`config.mk`:
```
export PLATFORM = sky130hd
export DESIGN_NAME = split_tx_flat
export DESIGN_NICKNAME = d
export VERILOG_FILES = /design/src/rtl/split_tx_if.sv /design/src/rtl/split_tx.sv /design/src/flat_wrapper.sv
export SDC_FILE = /design/constraint.sdc
export NUM_CORES = 1
export LEC_CHECK = 0
export BUFFER_PORTS_ARGS = -buffer_cell sky130_fd_sc_hd__clkbuf_2
export CORE_MARGIN = 5
export CORE_UTILIZATION = 54
export CTS_CLUSTER_SIZE = 40
export DETAILED_ROUTE_END_ITERATION = 12
export PLACE_DENSITY_LB_ADDON = 0.05
export SETUP_SLACK_MARGIN = 0.5
export SYNTH_ARGS = -nofsm -noshare
export SYNTH_HDL_FRONTEND = slang
export SYNTH_SLANG_ARGS = --single-unit
```
`constraint.sdc`:
```
create_clock -name sys_clk -period 3.1 [get_ports sys_clk]
set_clock_uncertainty 0.05 [all_clocks]
set_input_delay 0.62 -clock sys_clk [delete_from_list [all_inputs] [get_ports sys_clk]]
set_output_delay 0.62 -clock sys_clk [all_outputs]
set_load 0.01 [all_outputs]
```
`src/rtl/split_tx_if.sv`:
```
// Word-in / byte-strobe-out bus of the split_tx serializer.
// The master drives the word side, and the slave (split_tx) drives the byte side.
interface split_tx_if;
    logic [15:0] word;
    logic        word_valid;
    logic        word_ready;
    logic [7:0]  sig;
    logic        flag;
    logic        busy;
    logic        done;

    modport master (
        output word, word_valid,
        input  word_ready, sig, flag, busy, done
    );

    modport slave (
        input  word, word_valid,
        output word_ready, sig, flag, busy, done
    );
endinterface

```
`src/rtl/split_tx.sv`:
```
// Splits an accepted 16-bit word into two bytes. Each byte gets a setup
// cycle, then a flag pulse FLAG_HIGH cycles long, then GAP cycles with the flag low.
module split_tx #(
    parameter int FLAG_HIGH = 1,
    parameter int GAP       = 2,
    parameter int MSB_FIRST = 1
) (
    input  logic        sys_clk,
    input  logic        sys_rst_n,
    split_tx_if.slave   bus
);

    typedef enum logic [2:0] {
        IDLE, SETUP0, HIGH0, LOW0, SETUP1, HIGH1, LOW1
    } state_t;

    localparam logic [7:0] HIGH_LOAD = 8'(FLAG_HIGH - 1);
    localparam logic [7:0] GAP_LOAD  = 8'(GAP - 1);

    state_t      state_reg, state_next;
    logic [7:0]  cnt_reg, cnt_next;
    logic [15:0] word_reg, word_next;
    logic [7:0]  sig_reg, sig_next;
    logic        flag_reg, flag_next;
    logic        busy_reg, busy_next;
    logic        done_reg, done_next;
    logic        ready_reg, ready_next;
    logic        accept;
    logic [7:0]  first_byte;
    logic [7:0]  second_byte;

    // The first byte comes straight from the input word on the capture edge.
    // The second byte always comes from the captured copy.
    generate
        if (MSB_FIRST != 0) begin : g_msb_first
            assign first_byte  = bus.word[15:8];
            assign second_byte = word_reg[7:0];
        end else begin : g_lsb_first
            assign first_byte  = bus.word[7:0];
            assign second_byte = word_reg[15:8];
        end
    endgenerate

    assign accept = (state_reg == IDLE) && ready_reg && bus.word_valid;

    always_comb begin
        state_next = state_reg;
        cnt_next   = cnt_reg - 8'd1;
        case (state_reg)
            IDLE: begin
                cnt_next = 8'd0;
                if (accept) state_next = SETUP0;
            end
            SETUP0: begin
                state_next = HIGH0;
                cnt_next   = HIGH_LOAD;
            end
            HIGH0: if (cnt_reg == 8'd0) begin
                state_next = LOW0;
                cnt_next   = GAP_LOAD;
            end
            LOW0: if (cnt_reg == 8'd0) begin
                state_next = SETUP1;
                cnt_next   = 8'd0;
            end
            SETUP1: begin
                state_next = HIGH1;
                cnt_next   = HIGH_LOAD;
            end
            HIGH1: if (cnt_reg == 8'd0) begin
                state_next = LOW1;
                cnt_next   = GAP_LOAD;
            end
            LOW1: if (cnt_reg == 8'd0) begin
                state_next = IDLE;
                cnt_next   = 8'd0;
            end
            default: begin
                state_next = IDLE;
                cnt_next   = 8'd0;
            end
        endcase
    end

    // Outputs are decoded from the next state, so the registered values line up with the state.
    always_comb begin
        word_next  = word_reg;
        sig_next   = sig_reg;
        if (accept) begin
            word_next = bus.word;
            sig_next  = first_byte;
        end else if (state_reg == LOW0 && state_next == SETUP1) begin
            sig_next  = second_byte;
        end
        flag_next  = (state_next == HIGH0) || (state_next == HIGH1);
        busy_next  = (state_next != IDLE);
        ready_next = (state_next == IDLE);
        done_next  = (state_next == LOW1) && (cnt_next == 8'd0);
    end

    always_ff @(posedge sys_clk or negedge sys_rst_n) begin
        if (!sys_rst_n) begin
            state_reg <= IDLE;
            cnt_reg   <= 8'd0;
            word_reg  <= 16'h0000;
            sig_reg   <= 8'h00;
            flag_reg  <= 1'b0;
            busy_reg  <= 1'b0;
            done_reg  <= 1'b0;
            ready_reg <= 1'b0;
        end else begin
            state_reg <= state_next;
            cnt_reg   <= cnt_next;
            word_reg  <= word_next;
            sig_reg   <= sig_next;
            flag_reg  <= flag_next;
            busy_reg  <= busy_next;
            done_reg  <= done_next;
            ready_reg <= ready_next;
        end
    end

    assign bus.word_ready = ready_reg;
    assign bus.sig        = sig_reg;
    assign bus.flag       = flag_reg;
    assign bus.busy       = busy_reg;
    assign bus.done       = done_reg;

endmodule

```
`src/flat_wrapper.sv`:
```
// flat-port wrapper written by rule: the top's interface ports become plain ports
module split_tx_flat 
#(
    parameter int FLAG_HIGH = 1,
    parameter int GAP       = 2,
    parameter int MSB_FIRST = 1
)
  (sys_clk, sys_rst_n, bus_word, bus_word_valid, bus_word_ready, bus_sig, bus_flag, bus_busy, bus_done);
  split_tx_if bus_i ();
  input  logic sys_clk;
  input  logic sys_rst_n;
  input wire logic [$bits(bus_i.word)-1:0] bus_word;
  input wire logic [$bits(bus_i.word_valid)-1:0] bus_word_valid;
  output wire logic [$bits(bus_i.word_ready)-1:0] bus_word_ready;
  output wire logic [$bits(bus_i.sig)-1:0] bus_sig;
  output wire logic [$bits(bus_i.flag)-1:0] bus_flag;
  output wire logic [$bits(bus_i.busy)-1:0] bus_busy;
  output wire logic [$bits(bus_i.done)-1:0] bus_done;
  assign bus_i.word = bus_word;
  assign bus_i.word_valid = bus_word_valid;
  assign bus_word_ready = bus_i.word_ready;
  assign bus_sig = bus_i.sig;
  assign bus_flag = bus_i.flag;
  assign bus_busy = bus_i.busy;
  assign bus_done = bus_i.done;
  split_tx #(.FLAG_HIGH(FLAG_HIGH), .GAP(GAP), .MSB_FIRST(MSB_FIRST)) u_core (.sys_clk(sys_clk), .sys_rst_n(sys_rst_n), .bus(bus_i));
endmodule
```
==> impl_metrics.json <==
{
  "status": "complete, no violations",
  "gp_congestion": 0.831,
  "fp.dieH_um": 63.9,
  "fp.coreArea_mm2": 0.00276,
  "cts_tree": "built",
  "drtPass1Iterations": 4,
  "grt_max_degree": 32,
  "start_kind": "flop",
  "fin_util_pct": 65.0,
  "p_switching_uw": 719,
  "min_period_over_period_pct": 77.4,
  "startpoint": "u_core.cnt_reg[2]",
  "antenna_left": 0,
  "timing.critical_path.buf_inv": 0,
  "worst-r2r-cell-count": 4,
  "die_w_um": 63.9,
  "multi_input_comb_area_um2": 741,
  "seq_area_um2": 776,
  "fin_crit_ps": 2400,
  "place_hpwl_um": 2120,
  "root_buffer": "clkbuf_4",
  "drv_slew": 0,
  "setup_ws_ps": 700,
  "grt_pass1_wl_um": 5250,
  "grt_remaining_overflow": 0,
  "mostFrequentLayoutCells": "dfrtp_1, clkbuf_2, mux2_2",
  "insertion_delay_ps": 320,
  "critPathSlowestCell": "or4_4",
  "setup_tns_ps": 0,
  "drv_cap": 0,
  "crit_path_cell_trace": "or4_4, or3_1, o21ai_4, mux2_2",
  "yosysSeqAreaShare_pct": 49.5,
  "rows": 19,
  "diodes": 0,
  "crit-reg2reg-launch": "u_core.cnt_reg[2]",
  "critPathKind": "flop to flop",
  "avgViaCountPerCell": 5.75,
  "synth_edf_count": 0,
  "io_pins": 31,
  "synth_area_mm2": 0.00157,
  "synth_area_leaders": "dfrtp_1, mux2_2, o21ai_0",
  "cp_top_family": "simple AND/OR/NAND/NOR gates",
  "grtUsageTotal_pct": 16.5,
  "drtIter0Drc": 29,
  "post_synth_num_cell_types": 41,
  "synth_top_flop_cell": "dfrtp_1",
  "pre_cts_ws_ps": 709,
  "area_growth_syn_to_layout_pct": 14.5,
  "cpPeakStageDelay_ps": 590,
  "arrival_ps": 2570,
  "max_freq_ghz": 0.417,
  "htreeDepth": 2,
  "rsz0062_at_grt": "false",
  "clock_sinks": 31,
  "relSlewSlack_pct": 50.1,
  "synth-seq-cells": 31,
  "async_flop_share_pct": 100,
  "ctsHoldBuffers": 0,
  "setup-violations-final": 0,
  "cp_max_fo": 8,
  "share_seq_of_total_power_pct": 41.2,
  "vias": 1144,
  "layout_commonest_cell": "dfrtp_1",
  "worstSetupEndpoint": "u_core.bus.sig[2]",
  "cts_buffers": 5,
  "drt_wl_total_um": 2920,
  "synth_fp_nets": 158,
  "cp_data_required_time_ps": 3270,
  "cts.clk_slew.worst_paths_ps": 90,
  "hold_viol_final": 0,
  "vdd_drop_max_v": 0.000747,
  "yosysTopAreaCell": "dfrtp_1",
  "cts_resized": 0,
  "end_kind": "flop",
  "max-clock-path-buffers": 2,
  "ys_warn_count": 0,
  "nNetsFinal": 188,
  "powerDensity_mw_per_mm2": 1040,
  "antenna_found_initial": 0,
  "io_buffers": 30,
  "avgRoutedWirePerCell_um": 14.7,
  "p_comb_share_pct": 44.6,
  "cp.depth": 4,
  "tightest_slew_ps": 748,
  "worstHoldPathType": "input pin to async pin",
  "r2r_end": "u_core.bus.sig[2]",
  "netlist_instances": 137,
  "die_area_mm2": 0.00408,
  "drc": 0,
  "ff2ff_setup_slack_ps": 700,
  "leakagePower_nw": 0.823,
  "drive_gt1_share_pct": 39.9,
  "syn_avg_cell_area_um2": 11.4,
  "p_int_mw": 1.15,
  "clkPwrFrac_pct": 14.1,
  "first_global_vias": 1141,
  "initial_core_util_pct": 56.8,
  "switching_share_pct": 38.5,
  "netlist.area_leader.share_pct": 49.5,
  "fill_cells": 239,
  "post_cts_buffers": 0
}
-- cells in the mapped netlist, drive strengths merged, types with 2 or more instances --
cell / instances
dfrtp: 31
mux2: 24
o21ai: 8
clkbuf: 7
nor2: 7
a21oi: 6
nand2: 5
or3: 5
nor3: 4
or4: 4
inv: 3
a32o: 2
ha: 2
nand2b: 2
nand3: 2
nand3b: 2
nand4b: 2
or2b: 2
xor2: 2
-- how the worst min path moves through the flow --
stage | start | end | slack, ps | depth (start not counted)
final | sys_rst_n | u_core.cnt_reg[5] | 290 | 1
after global routing | sys_rst_n | u_core.cnt_reg[5] | 360 | 1
after CTS | sys_rst_n | u_core.cnt_reg[5] | 310 | 1
after detailed placement | u_core.word_reg[7] | u_core.word_reg[7] | 440 | 1
after global placement | u_core.word_reg[7] | u_core.word_reg[7] | 430 | 1
after floorplan | sys_rst_n | u_core.bus.busy | 270 | 0
-- cell type report --
cell class / instances / area share, %
Inverter: 3 / 0.628
Timing Repair Buffer: 31 / 8.79
Multi-Input combinational cell: 95 / 41.3
Sequential cell: 31 / 43.3
Tap cell: 31 / 2.16
Clock buffer: 8 / 3.84
-- metrics by stage --
step                instance area [µm²]  cells  power (mW)  hold WS, ps
floorplan                          1570    137        1.41          274
global placement                   1720    191        1.59          433
detailed placement                 1720    191        1.61          441
CTS                                1790    199        1.89          309
global route                       1790    199        2.04          355
finish                             1790    199        1.86          292
-- cell families (layout without fill, tap and decap cells) --
group | after synthesis | in the layout | share of synthesized area [%]
buf+inv | 11 | 42 | 3.19
fa+ha+maj | 2 | 2 | 1.60
flops | 31 | 31 | 49.5
mux | 24 | 24 | 17.3
xor+xnor | 3 | 3 | 1.68
simple gates | 40 | 40 | 15.3
compound gates | 26 | 26 | 11.5
-- worst register-to-register path: stages (launching register included) --
cell,delay (ps)
dfrtp_1,470
or4_4,590
or3_1,480
o21ai_4,330
mux2_2,370
-- power by group through the flow --
stage / Combinational [mW] / Clock (mW) / Sequential, mW
global placement: 0.825 / 0 / 0.762
floorplan: 0.696 / 0 / 0.710
global route: 0.938 / 0.303 / 0.804
detailed placement: 0.839 / 0 / 0.775
CTS: 0.843 / 0.278 / 0.767
finish: 0.832 / 0.264 / 0.769
-- layer usage --
| layer | vias to the layer above | wire length (µm) | global-route usage [%] |
|---|---|---|---|
| met5 | - | 0 | 0 |
| met4 | 0 | 77 | 8.57 |
| met3 | 9 | 210 | 6.48 |
| met2 | 32 | 1320 | 25.5 |
| met1 | 537 | 1320 | 19.8 |
| li1 | 566 | - | - |
(Power assumes the default switching activity.)
